### src/rtl/instruction_fetch_unit.sv
// Fetch stage: owns the PC, reads instruction memory over req/ready and fills the
// IF/ID register, with one-entry hold buffer for decoder back-pressure.
//   state | meaning
//   FETCH | request outstanding at pc, waiting for imem_ready
//   HOLD  | word parked in hold buffer until the IF/ID slot frees up
//   DROP  | wrong-path request still in flight; its data is discarded
module instruction_fetch_unit #(
  parameter logic [31:0] PC_RESET = 32'h0000_0000
) (
  input  logic        clk,
  input  logic        reset,
  output logic        imem_req,
  output logic [31:0] imem_addr,
  input  logic        imem_ready,
  input  logic [31:0] imem_rdata,
  input  logic        stall_flag_id_in,
  input  logic        branch_taken,
  input  logic [31:0] branch_target,
  output logic [31:0] inst_out,
  output logic [4:0]  inst_read_reg_addr1,
  output logic [4:0]  inst_read_reg_addr2,
  output logic [4:0]  rd,
  output logic [15:0] inst_imm_field,
  output logic [31:0] pc_plus4_out,
  output logic        stall_flag_if_out
);

  localparam logic [1:0] S_FETCH = 2'd0;
  localparam logic [1:0] S_HOLD  = 2'd1;
  localparam logic [1:0] S_DROP  = 2'd2;

  logic [1:0]  state_q, state_d;
  logic [31:0] pc_q, pc_d;
  logic [31:0] drop_addr_q, drop_addr_d;
  logic [31:0] hold_q, hold_d;
  logic [31:0] inst_q, inst_d;
  logic [31:0] pc4_q, pc4_d;
  logic        bubble_q, bubble_d;

  logic        slot_free;
  logic        accept;
  logic        load_en;
  logic [31:0] load_word;
  logic [31:0] pc_inc;

  always_comb begin
    slot_free = bubble_q | ~stall_flag_id_in;
    imem_req  = reset & ((state_q == S_FETCH) | (state_q == S_DROP));
    // DROP keeps presenting the wrong-path address so the request completes unchanged.
    imem_addr = (state_q == S_DROP) ? drop_addr_q : pc_q;
    accept    = imem_req & imem_ready;
    pc_inc    = pc_q + 32'd4;
  end

  always_comb begin
    state_d     = state_q;
    pc_d        = pc_q;
    drop_addr_d = drop_addr_q;
    hold_d      = hold_q;
    inst_d      = inst_q;
    pc4_d       = pc4_q;
    bubble_d    = bubble_q;
    load_en     = 1'b0;
    load_word   = imem_rdata;

    if (branch_taken) begin
      pc_d     = branch_target & ~32'd3;
      bubble_d = 1'b1;
      hold_d   = '0;
      case (state_q)
        S_FETCH: begin
          if (accept) begin
            state_d = S_FETCH;
          end else begin
            state_d     = S_DROP;
            drop_addr_d = pc_q;
          end
        end
        S_DROP:  state_d = accept ? S_FETCH : S_DROP;
        default: state_d = S_FETCH;
      endcase
    end else begin
      case (state_q)
        S_FETCH: begin
          if (accept) begin
            if (slot_free) begin
              load_en   = 1'b1;
              load_word = imem_rdata;
            end else begin
              hold_d  = imem_rdata;
              state_d = S_HOLD;
            end
          end else if (slot_free) begin
            bubble_d = 1'b1;
          end
        end
        S_HOLD: begin
          if (slot_free) begin
            load_en   = 1'b1;
            load_word = hold_q;
            state_d   = S_FETCH;
          end
        end
        S_DROP: begin
          if (accept) begin
            state_d = S_FETCH;
          end
          if (slot_free) begin
            bubble_d = 1'b1;
          end
        end
        default: state_d = S_FETCH;
      endcase

      if (load_en) begin
        inst_d   = load_word;
        pc4_d    = pc_inc;
        pc_d     = pc_inc;
        bubble_d = 1'b0;
      end
    end
  end

  always_ff @(posedge clk) begin
    if (!reset) begin
      state_q     <= S_FETCH;
      pc_q        <= PC_RESET;
      drop_addr_q <= '0;
      hold_q      <= '0;
      inst_q      <= '0;
      pc4_q       <= '0;
      bubble_q    <= 1'b1;
    end else begin
      state_q     <= state_d;
      pc_q        <= pc_d;
      drop_addr_q <= drop_addr_d;
      hold_q      <= hold_d;
      inst_q      <= inst_d;
      pc4_q       <= pc4_d;
      bubble_q    <= bubble_d;
    end
  end

  assign inst_out            = inst_q;
  assign inst_read_reg_addr1 = inst_q[25:21];
  assign inst_read_reg_addr2 = inst_q[20:16];
  assign rd                  = inst_q[15:11];
  assign inst_imm_field      = inst_q[15:0];
  assign pc_plus4_out        = pc4_q;
  assign stall_flag_if_out   = bubble_q;

endmodule

### config.mk
export PLATFORM = sky130hd
export DESIGN_NAME = instruction_fetch_unit
export DESIGN_NICKNAME = d
export VERILOG_FILES = /design/src/rtl/instruction_fetch_unit.sv
export SDC_FILE = /design/constraint.sdc
export NUM_CORES = 1
export LEC_CHECK = 0
export CAP_MARGIN = 20
export CORE_MARGIN = 3
export CORE_UTILIZATION = 45
export DETAILED_ROUTE_END_ITERATION = 6
export GPL_TIMING_DRIVEN = 0
export PLACE_DENSITY_LB_ADDON = 0.08
export SKIP_LAST_GASP = 1
export SYNTH_ARGS = -nofsm -noshare
export SYNTH_HDL_FRONTEND = slang
export SYNTH_SLANG_ARGS = --single-unit
### constraint.sdc
create_clock -name clk -period 2.2 [get_ports clk]
set_input_delay 0.44 -clock clk [delete_from_list [all_inputs] [get_ports clk]]
set_output_delay 0.44 -clock clk [all_outputs]
set_load 0.01 [all_outputs]
; ---- Word level (Yosys, flattened, before mapping)
; Cells that the tools add are included.
[word_totals]
regBits = 163
latch_bits = 0
ramBits = 0
mem_bits_ro = 0
input_bits = 69
wordCells = 55
mem_count = 0
[classes]
add_sub_neg = 1
n_mul = 0
div_mod_pow = 0
n_lt_le_gt_ge = 0
n_eq_ne = 7
shift = 0
n_mux = 21
bitwise = 8
n_reduce_logical = 10
[ops]
columns = cell, count
row1 = 32-bit two-way mux, 5
row2 = 32-bit by 3-bit adder with 32-bit output (second input constant), 1
row3 = 2-bit two-way mux, 7
row4 = 3-bit != test (second input constant), 4
row5 = 1-bit two-way mux, 6
row6 = 2-bit case mux with 3 select lines, 1
row7 = 2-bit AND reduction, 3
row8 = 1-bit NOT, 4
row9 = 1-bit case mux with 2 select lines, 2
row10 = 4-bit AND reduction, 1
row11 = 2-bit OR reduction, 2
row12 = 3-bit by 2-bit != test with 1-bit output (second input constant), 1
row13 = 3-bit AND reduction, 1
row14 = 3-bit nonzero test, 1
row15 = 1-bit AND, 2
row16 = 2-bit by 1-bit == test with 1-bit output (second input constant), 1
row17 = 2-bit == test (second input constant), 1
row18 = 2-bit zero test, 1
row19 = 1-bit bitwise OR, 2
row20 = 2-bit nonzero test, 1

; ---- Depth between registers and ports, before layout
[logic_depth]
ltp_word = 9
depth_mapped = 8

; ---- Least setup slack after synthesis
; No wires, ideal clock.
[synth_path]
path_kind = register to output
startpoint = register state_q[1]
endpoint = output imem_addr[25]
t_arrival_ns = 1.616
setup_slack_ns = 0.144
stages_incl_launch_ff = 6
n_path_buf = 3
cell_sequence = dfxtp_1 > clkbuf_1 > nor2b_1 > clkbuf_1 > clkbuf_1 > mux2_2
[synth_between]
elab_chain_len = 2
[synth_rtl]
columns = element, line_no
row1 = "start, declared", 32  ; logic [1:0] state_q, state_d;
row2 = "start signal, assigned", 134  ; state_q <= state_d;
row3 = 2-bit == test, 50  ; imem_addr = (state_q == S_DROP) ? drop_addr_q : pc_q;
row4 = 32-bit two-way mux, 50
row5 = "end, declared", 13  ; output logic [31:0] imem_addr,
; No other way between the ends.

; ---- Worst setup path in the final report
[layout_path]
startpoint = register state_q[1]
endpoint = output imem_addr[4]
; Same word-level chain as after synthesis.

==> results.py <==
metrics = {
    "hold_path": {
        "hold_path_class": "in2reg",
        "hold_path_end": "state_q[1]$_SDFFE_PN0P_",
        "holdPathStages": 2,
        "hold_start": "imem_ready",
    },
    "critical_path": {
        "reg2reg_to": "pc_q[31]$_SDFFE_PN0P_",
        "required_ps": 1760,
        "reg2reg_setup_slack_ps": 130,
        "cp-end-kind": "output port",
        "startpoint_type": "flip-flop",
        "reg2reg_depth": 6,
        "crit_fanout": 5,
        "critical_path_arrival_ps": 1720,
        "r2r-start": "pc_q[5]$_SDFFE_PN0P_",
        "path_class": "reg2out",
    },
    "clock_network": {
        "clk_path_buf_depth": 2,
        "numClockSinks": 157,
        "clk_latency_ps": 430,
        "htreeDepth": 4,
        "clk_pin_slew_ps": 60,
        "cts_tree": "built",
        "clk_root_buffer_cell": "clkbuf_16",
        "cts_buffers": 17,
    },
    "global_route": {
        "grt_pass1_wl_um": 37600,
        "grt_start_max_net_pins": 17,
        "grt_usage_pct": 25.8,
        "grt_pass1_vias": 7129,
        "overflow": 0,
        "antenna_found_initial": 0,
    },
    "floorplanning": {
        "die_y_um": 136,
        "io_pins": 198,
        "num_rows": 46,
        "start_util_pct": 46.8,
        "coreArea_sq_mm": 0.0162,
        "die_area_sq_mm": 0.0184,
        "die_w_um": 136,
    },
    "finish": {
        "final_common_cell": "nand2_1",
        "antennaDiodeCount": 0,
        "nFillCells": 1376,
        "final_net_count": 1219,
        "synthToLayoutAreaGrowth_pct": 42.6,
        "final_cell_mix": "nand2_1 (183), clkdlybuf4s50_1 (158), dfxtp_1 (153), a21oi_1 (98), nor2_1 (64)",
        "drive_above_1_share_pct": 18.9,
    },
    "timing": {
        "min_period_ps": 2160,
        "maxSlewViolCount": 0,
        "skew_ps": 8.99,
        "finalHoldViolations": 0,
        "rsz0062_at_grt": "yes",
        "tightest_slew_ps": 630,
        "slew_headroom_pct": 58.0,
        "timing.fmax_mhz": 462,
        "setup_viol": 0,
        "finalCritPeriodShare_pct": 98.3,
        "fin_ws_ps": 37.7,
    },
    "run_status": {
        "status": "finished clean",
    },
    "drt": {
        "ant_nets": 0,
        "drc": 0,
        "firstDrtPassIters": 5,
        "drt_first_iter_violations": 464,
        "detail_route.wl_per_cell_um": 17.1,
        "via_count": 7299,
        "routed_wl_um": 23500,
        "vias_per_cell": 5.30,
    },
    "placement": {
        "place_congestion": 0.871,
        "dp_hpwl_um": 16500,
        "port_buffers": 190,
        "dp_slack_ps": -706,
    },
    "synth": {
        "synthArstFlopShare_pct": 0,
        "ys_seq_area_share_pct": 41.5,
        "synth-edff-count": 0,
        "yosysUniqueCellTypes": 48,
        "syn_inst": 930,
        "yosysWarnings": 0,
        "yosys_most_used_dff": "dfxtp_1",
        "postSynthAreaPerCell_sq_um": 8.13,
        "syn_area_sq_mm": 0.00756,
        "synth_seq_cells": 157,
    },
    "pwr": {
        "report.power.total_mw": 7.72,
        "intPower_mw": 5.86,
        "clockPowerShare_pct": 45.9,
        "switching_share_pct": 24.1,
        "p_comb_share_pct": 14.7,
        "p_sw_mw": 1.86,
        "p_leak_nw": 3.94,
        "p_per_area_mw_per_mm2": 715,
        "ir_drop_mv": 0.585,
        "p_seq_share_pct": 39.4,
    },
    "run": {
        "drv_cap": 0,
    },
}
==> power by group through the flow <==
stage          Combinational (mW)  Sequential, mW  Clock (mW)
3_5_place_dp                 1.06            3.10           0
6_report                     1.13            3.04        3.54
4_1_cts                      1.12            3.04        3.57
5_1_grt                      1.23            3.06        3.70
2_1_floorplan               0.519            3.11           0
3_3_place_gp                 1.06            3.10           0
==> metal layers <==
layer | up-vias | GRT usage [%] | routed length (um)
met3 | 29 | 5.42 | 1490
li1 | 3587 | - | -
met5 | - | 0 | 0
met4 | 0 | 7.89 | 389
met1 | 3446 | 35.9 | 10700
met2 | 237 | 40.3 | 10900
==> Yosys cell counts, types with 11 or more instances <==
| cell | number | area [sq um] |
|---|---|---|
| xor2_1 | 17 | 149 |
| nor2_1 | 64 | 240 |
| o21ai_0 | 40 | 200 |
| buf_4 | 38 | 285 |
| nand3_1 | 52 | 260 |
| nand2_1 | 185 | 694 |
| dfxtp_1 | 157 | 3140 |
| a21oi_1 | 98 | 490 |
| a211oi_1 | 11 | 82.6 |
| a311oi_1 | 33 | 289 |
| buf_2 | 28 | 140 |
| mux2_2 | 27 | 304 |
| xnor2_1 | 37 | 324 |
| clkbuf_1 | 47 | 176 |
==> critical path, cell delays in order (launching register included) <==
cell and delay (ps):
dfxtp_4 350, nor2b_4 210, buf_6 150, buf_8 130, mux2_4 320, buf_6 130
==> cell families after synthesis <==
group | synth area share, %
AOI/OAI and AO/OA | 15.0
buffers and inverters | 8.98
DFF | 41.5
and+or+nand+nor | 23.6
adders and majority gates | 0.165
muxes | 4.42
other | 0.0496
xor gates and xnor gates | 6.25
==> registers in the layout, indices dropped and copies added, names as in the netlist <==
name	cells
drop_addr_q	30
hold_q	32
inst_out	32
pc_plus4_out	30
pc_q	30
stall_flag_if_out	1
state_q	2
==> stage by stage <==
stage | cell area (sq um) | TNS (ps) | hold WS [ps] | cells | util [%]
finish | 10800 | 0 | 312 | 1378 | 66.7
global route | 10800 | -147 | 332 | 1378 | 66.7
detailed placement | 9750 | -66270 | 443 | 1339 | 60.3
floorplan | 7580 | 0 | 433 | 933 | -
CTS | 10700 | -1810 | 423 | 1379 | 66.4
global placement | 9750 | -61910 | 439 | 1339 | 60.3
==> layout make-up <==
cell class	instances	area (sq um)	share of cell area (%)
clock buffer	19	453	4.20
timing repair buffer	200	2040	18.9
multi-input combinational	649	3880	36.0
tap	216	270	2.51
sequential	157	3150	29.2
buffer	119	717	6.65
clock inverter	13	258	2.39
inverter	5	18.8	0.174
==> worst max path at each step <==
stage | startpoint | to | slack, ps | depth (start not counted)
floorplan | state_q[1]$_SDFFE_PN0P_ | imem_addr[25] | 140 | 5
global placement | state_q[1]$_SDFFE_PN0P_ | imem_addr[27] | -700 | 6
detailed placement | state_q[1]$_SDFFE_PN0P_ | imem_addr[27] | -710 | 6
CTS | state_q[1]$_SDFFE_PN0P_ | imem_addr[27] | -100 | 7
global route | state_q[1]$_SDFFE_PN0P_ | imem_addr[19] | -30 | 5
finish | state_q[1]$_SDFFE_PN0P_ | imem_addr[4] | 40 | 5
==> timing repair <==
| action | 4_1_cts | 5_1_grt |
|---|---|---|
| pin swaps | 0 | 2 |
| resized for setup | 199 | 26 |
| cloned | 3 | 0 |
| buffers inserted | 6 | 1 |
| hold buffers | 0 | 0 |
| endpoints found under the setup margin | 71 | 121 |
Note: power is estimated with default switching activity, not from simulation.
